--- src/rtl/right_shift_seq.sv ---
// Sequential right shifter: one barrel stage per cycle, result after SHAMT_W stages.
// Optional rotate mode is compiled in when RIGHT_SHIFT_ROTATE_EN is defined.
module right_shift_seq #(
    parameter int DATA_W  = 32,
    parameter int SHAMT_W = 5
) (
    input  logic               clk,
    input  logic               rst_n,
    input  logic               in_valid,
    output logic               in_ready,
    input  logic [DATA_W-1:0]  a,
    input  logic [SHAMT_W-1:0] b,
    input  logic               arith,
    input  logic               rot,
    output logic               out_valid,
    input  logic               out_ready,
    output logic [DATA_W-1:0]  w,
    output logic               busy
);

    localparam int K_W = $clog2(SHAMT_W + 1);

    typedef enum logic [1:0] {
        S_IDLE,
        S_SHIFT,
        S_DONE
    } state_t;

    state_t              state, state_nx;
    logic [K_W-1:0]      k;
    logic [DATA_W-1:0]   work;
    logic [DATA_W-1:0]   stage_res;
    logic [DATA_W-1:0]   fill;
    logic [SHAMT_W-1:0]  b_q;
    logic [SHAMT_W-1:0]  step;
    logic [SHAMT_W:0]    lsh;
    logic                arith_q;
    logic                sign_q;
    logic                last_stage;

`ifdef RIGHT_SHIFT_ROTATE_EN
    logic rot_q;
`else
    logic unused_rot;
    assign unused_rot = rot;
`endif

    assign last_stage = (k == K_W'(SHAMT_W - 1));
    assign w          = work;

    always_ff @(posedge clk or negedge rst_n) begin
        if (!rst_n) begin
            state <= S_IDLE;
        end else begin
            state <= state_nx;
        end
    end

    always_comb begin
        state_nx  = state;
        in_ready  = 1'b0;
        out_valid = 1'b0;
        busy      = 1'b1;
        case (state)
            S_IDLE: begin
                in_ready = 1'b1;
                busy     = 1'b0;
                if (in_valid) begin
                    state_nx = S_SHIFT;
                end
            end
            S_SHIFT: begin
                if (last_stage) begin
                    state_nx = S_DONE;
                end
            end
            S_DONE: begin
                out_valid = 1'b1;
                if (out_ready) begin
                    state_nx = S_IDLE;
                end
            end
            default: begin
                state_nx = S_IDLE;
            end
        endcase
    end

    // Stage k shifts by 2**k; the fill word is OR-ed in from the top so that
    // logical, arithmetic and rotate share one shifter.
    always_comb begin
`ifdef RIGHT_SHIFT_ROTATE_EN
        fill = rot_q ? work : {DATA_W{arith_q & sign_q}};
`else
        fill = {DATA_W{arith_q & sign_q}};
`endif
        step      = SHAMT_W'(1) << k;
        lsh       = (SHAMT_W + 1)'(DATA_W) - (SHAMT_W + 1)'(step);
        stage_res = work;
        if (b_q[k]) begin
            stage_res = (work >> step) | (fill << lsh);
        end
    end

    always_ff @(posedge clk or negedge rst_n) begin
        if (!rst_n) begin
            work    <= '0;
            k       <= '0;
            b_q     <= '0;
            arith_q <= 1'b0;
            sign_q  <= 1'b0;
`ifdef RIGHT_SHIFT_ROTATE_EN
            rot_q   <= 1'b0;
`endif
        end else begin
            case (state)
                S_IDLE: begin
                    if (in_valid) begin
                        work    <= a;
                        b_q     <= b;
                        arith_q <= arith;
                        sign_q  <= a[DATA_W-1];
                        k       <= '0;
`ifdef RIGHT_SHIFT_ROTATE_EN
                        rot_q   <= rot;
`endif
                    end
                end
                S_SHIFT: begin
                    work <= stage_res;
                    k    <= k + K_W'(1);
                end
                default: begin
                end
            endcase
        end
    end

endmodule
--- config.mk ---
export PLATFORM = sky130hd
export DESIGN_NAME = right_shift_seq
export DESIGN_NICKNAME = d
export VERILOG_FILES = /design/src/rtl/right_shift_seq.sv
export SDC_FILE = /design/constraint.sdc
export NUM_CORES = 1
export LEC_CHECK = 0
export ABC_AREA = 0
export CAP_MARGIN = 5
export CORE_ASPECT_RATIO = 0.75
export CORE_UTILIZATION = 30
export DETAILED_ROUTE_END_ITERATION = 8
export GPL_TIMING_DRIVEN = 0
export PLACE_DENSITY = 0.51
export SLEW_MARGIN = 40
export SYNTH_ARGS = -nofsm -noshare
export SYNTH_HDL_FRONTEND = slang
export SYNTH_SLANG_ARGS = --single-unit
--- constraint.sdc ---
create_clock -name clk -period 4.95 [get_ports clk]
set_input_delay 1.485 -clock clk [delete_from_list [all_inputs] [get_ports clk]]
set_output_delay 1.485 -clock clk [all_outputs]
set_load 0.1 [all_outputs]
# Word-level counts from Yosys, hierarchy flattened

Index checks and enable logic that the tools add are counted.

Register bits: 44
Bits of input ports: 43
Output and inout port bits: 35
Logic and storage cells: 41

Add/subtract/negate cells: 2
$lt $le $gt $ge: 1
Equal/unequal tests: 7
Shifts and indexed selects: 3
Mux-type cells: 14
Bitwise logic cells: 2
Reductions and logical operators: 6

Operators by type and width:

| operator            | number |
|---|---|
| $mux 32             | 2 |
| $pmux 32 s2         | 1 |
| $or 32x32->32       | 1 |
| $shl 32x6->32       | 1 |
| $shr 32x5->32       | 1 |
| $ne 2x2->1 const B  | 4 |
| $mux 2              | 3 |
| $pmux 2 s3          | 1 |
| $pmux 3 s2          | 1 |
| $reduce_and 3->1    | 2 |
| $sub 6x5->6 const A | 1 |
| $shl 1x3->5 const A | 1 |
| $lt 3x4->1 const B  | 1 |
| $mux 1              | 4 |
| $reduce_and 2->1    | 2 |
| $add 3x1->3 const B | 1 |
| $bmux 1 s3          | 1 |
| $eq 3x3->1 const B  | 1 |
| $mux 3              | 1 |
| $eq 2x1->1 const B  | 1 |
| $eq 2x2->1 const B  | 1 |
| $logic_not 2->1     | 1 |
| $reduce_bool 2->1   | 1 |
| $and 1x1->1         | 1 |

# Logic depth before layout (Yosys ltp)

Word-level depth: 6
Depth in mapped cells: 12
Gate-level depth less buffers: 8

# Least setup slack after synthesis

OpenSTA, ideal clock, no wires.

Path kind: register to output
From: register state[0]
To: output busy
Arrival: 2.668 ns
Data required time: 3.465 ns
Path slack: 0.797 ns
Stages on the path, launching flop included: 3
Path buffers: 0
Cells stage by stage: dfrtp_1 -> nor2_1 -> inv_1

Word-level cells in the longest chain between the ends: 2

Ends and longest elaborated chain:

| item                   | RTL line | source |
|---|---|---|
| from (decl)            | 29       | `state_t state, state_nx;` |
| from (signal assigned) | 55       | `state <= state_nx;` |
| $logic_not 2->1        | 64       | `case (state)` |
| $mux 1                 | 64       |  |
| to (decl)              | 18       | `output logic busy` |

No other way between the ends.

# Final worst setup path

From: register k[2]
To: register work[11], in the netlist w[11]

Word-level cells in the longest chain between the ends: 6
Elaborated cells on any way between the ends: 11
Classes of those cells: add/sub (1); eq/ne (1); shift (3); mux (4); bitwise (1); reduce/logical (1)

Ends and longest elaborated chain:

| item                   | RTL line | source |
|---|---|---|
| from (decl)            | 30       | `logic [K_W-1:0] k;` |
| from (signal assigned) | 131      | `k <= k + K_W'(1);` |
| $shl 1x3->5            | 97       | `step = SHAMT_W'(1) << k;` |
| $sub 6x5->6            | 98       | `lsh = (SHAMT_W + 1)'(DATA_W) - (SHAMT_W + 1)'(step);` |
| $shl 32x6->32          | 101      | `stage_res = (work >> step) \| (fill << lsh);` |
| $or 32x32->32          | 101      |  |
| $mux 32                | 100      | `if (b_q[k]) begin` |
| $pmux 32 s2            | 116      | `case (state)` |
| to (signal assigned)   | 130      | `work <= stage_res;` |
| to (decl)              | 31       | `logic [DATA_W-1:0] work;` |

Several ways; a longest one is shown, not always the timed one. The select of a mux whose other input is x is not followed.
A chain may end at the register's enable or synchronous reset.

==> summary.txt <==
STA
  – Final worst slack: 1.041 ns
  – Pins Over Slew Limit: 0
  – Unrepaired setup endpoints after global routing: no
  – Final period utilization: 0.7898
  – Hold Fails Final Rpt: 0
  – Post-Route Setup TNS: 0 ns
  – Final min period: 3.909 ns
  – Setup Viol. Count Final: 0
  – Slew @ Worst Pin: 0.9172 ns
  – Slew headroom: 0.3885
  – Clock skew: 0.005916 ns
  – Fmax: 255.8 MHz

Synthesis
  – Top-count cell post-synth: nor2_1
  – Synth Instances: 568
  – Yosys cell types: 68
  – Synth Area per Inst: 8.100 µm²
  – Area contributors post-synth: dfrtp_1 (24%), mux4_2 (6.9%), mux2_2 (6.6%)
  – Synth Flop Type: dfrtp_1
  – Post-synth EDFFs: 0
  – Post-synthesis sequential area ratio: 0.2393
  – Fraction of registers with async set/reset: 1.000
  – Syn. warnings: 0
  – Synth top area share: 0.2393
  – Yosys reg bits: 44
  – Commonest cells in the netlist: nor2_1 (65), nand2_1 (55), dfrtp_1 (44)
  – Syn Nets: 616
  – Synth area leader: dfrtp_1
  – Synthesized cell area: 4601 µm²

Clock network
  – Root buffer cell: clkbuf_16
  – CTS Hold Bufs: 0
  – CTS resizes: 0
  – Post-CTS Setup Inserts: 0
  – Clock buffer depth: 2
  – Skew-Pair Late Insertion Delay: 0.31 ns
  – Clk slew on worst S/H paths: 0.07 ns
  – Clk sinks: 44
  – H-Tree Depth: 2
  – CTS Buf Count: 5
  – CTS tree: yes

Layout
  – Post-layout nets: 700
  – Final design utilization: 0.3829
  – Area grow syn2layout: 22.65%
  – Fillers: 1575
  – Layout cell share with drive strength beyond 1: 0.1884
  – Multi-input gate area: 3207 µm²
  – Inserted Diodes: 0
  – FF+latch area: 1101 µm²

Worst setup path
  – Setup CP Type: reg2reg
  – Worst-path fanout max: 10
  – Critical Path RT: 5.13 ns
  – Setup crit start kind: flop
  – CP Capture Type: flop
  – CP arrival: 4.09 ns

Die
  – DIE HEIGHT: 109.2 µm
  – Initial cell density of the core: 0.3121
  – Die ar.: 15840 µm²
  – I/O Pins: 78
  – Core ar.: 14740 µm²
  – Die W: 145.0 µm
  – Rows: 38

GRT
  – Gr usage total: 0.3131
  – Largest net degree at the start of global routing: 27
  – Grt ovf: 0
  – Initial antenna violation count: 0
  – Vias in the first global route: 5203
  – First-pass GRT wire length: 35590 µm

Detailed routing
  – DR iter-0 viols: 858
  – Vias per inst: 6.430
  – Drt wl/cell: 28.56 µm
  – Residual DRC: 0
  – Total Wirelength: 24360 µm
  – DR vias: 5485
  – Antenna Violating Nets Remaining: 0
  – Drt pass-1 iters: 5

Min path
  – Type of the most critical hold path: reg2reg

Run status
  – Outcome: completed

Place
  – Place WS: 1.297 ns
  – Gpl congestion: 0.9581
  – IO Port Bufs: 76
  – Final HPWL DP: 18270 µm

Flow run
  – Max_cap viols: 0
==> critical path, cell delays in order, from the launching register on <==
cell and delay [ns]:
dfrtp_1 0.51, buf_6 0.21, buf_2 0.22, clkinv_1 0.54, ha_1 0.56, inv_1 0.27
clkbuf_1 0.49, nor2_1 0.28, a211oi_1 0.53, o21ai_1 0.14
==> layout make-up <==
class / instances / area share
tap: 200 / 0.04435
sequential: 44 / 0.1951
multi-input combinational: 458 / 0.5683
buffer: 54 / 0.04590
inverter: 12 / 0.007982
clock inverter: 2 / 0.006874
clock buffer: 6 / 0.02461
timing repair buffer: 77 / 0.1069
==> final timing paths <==
path,start,endpoint,slack [ns],cells past startpoint
max,k[2],w[11],1.04,9
min,b_q[4],b_q[4],0.50,1
max reg2reg,k[2],w[11],1.04,9
min reg2reg,b_q[4],b_q[4],0.50,1
max in group asynchronous,rst_n,w[19],3.44,2
min in group asynchronous,rst_n,w[8],1.06,1
==> logic make-up (layout without fill, tap and decap cells) <==
family	after synthesis	in the layout	share of synthesized area
AND/OR/NAND/NOR	178	178	0.1809
multiplexers	67	67	0.1928
AO/OA/AOI/OAI	208	208	0.3073
adder cells (fa/ha/maj)	5	5	0.01360
flip-flops	44	44	0.2393
buffers and inverters	66	151	0.06609
==> metal layers <==
metal  vias up  share of wire  GRT usage
met5         -              0   0.009375
met4         0          0.030     0.1071
met3        65           0.13    0.09414
met2       414           0.40     0.4509
met1      2686           0.44     0.4392
li1       2320              -          -
==> layout by cell type (no fill, tap or decap), drive strengths merged, types with 23 or more instances in the layout <==
cell and instances:
nand2 55, buf 66, nor2 66, o21ai 49, a21oi 34, dfrtp 44
clkbuf 31, clkdlybuf4s50 40, mux2i 23, mux2 30
==> flip-flops by register name, summed over array words and instances, names as in the netlist <==
signal and flops:
k 3, b_q 5, state 2, sign_q 1, arith_q 1, w 32
==> through the flow <==
stage                     cells  hold slack (ns)  cell area, µm²
after global routing        853           0.5420            5643
after global placement      844           0.4903            5612
after floorplan             568           0.4723            4601
after detailed placement    845           0.4920            5464
final                       853           0.5029            5643
after CTS                   853           0.5103            5642
Power is not shown: default switching activity piles up to over one toggle a cycle in this logic, so the estimate is an artifact.
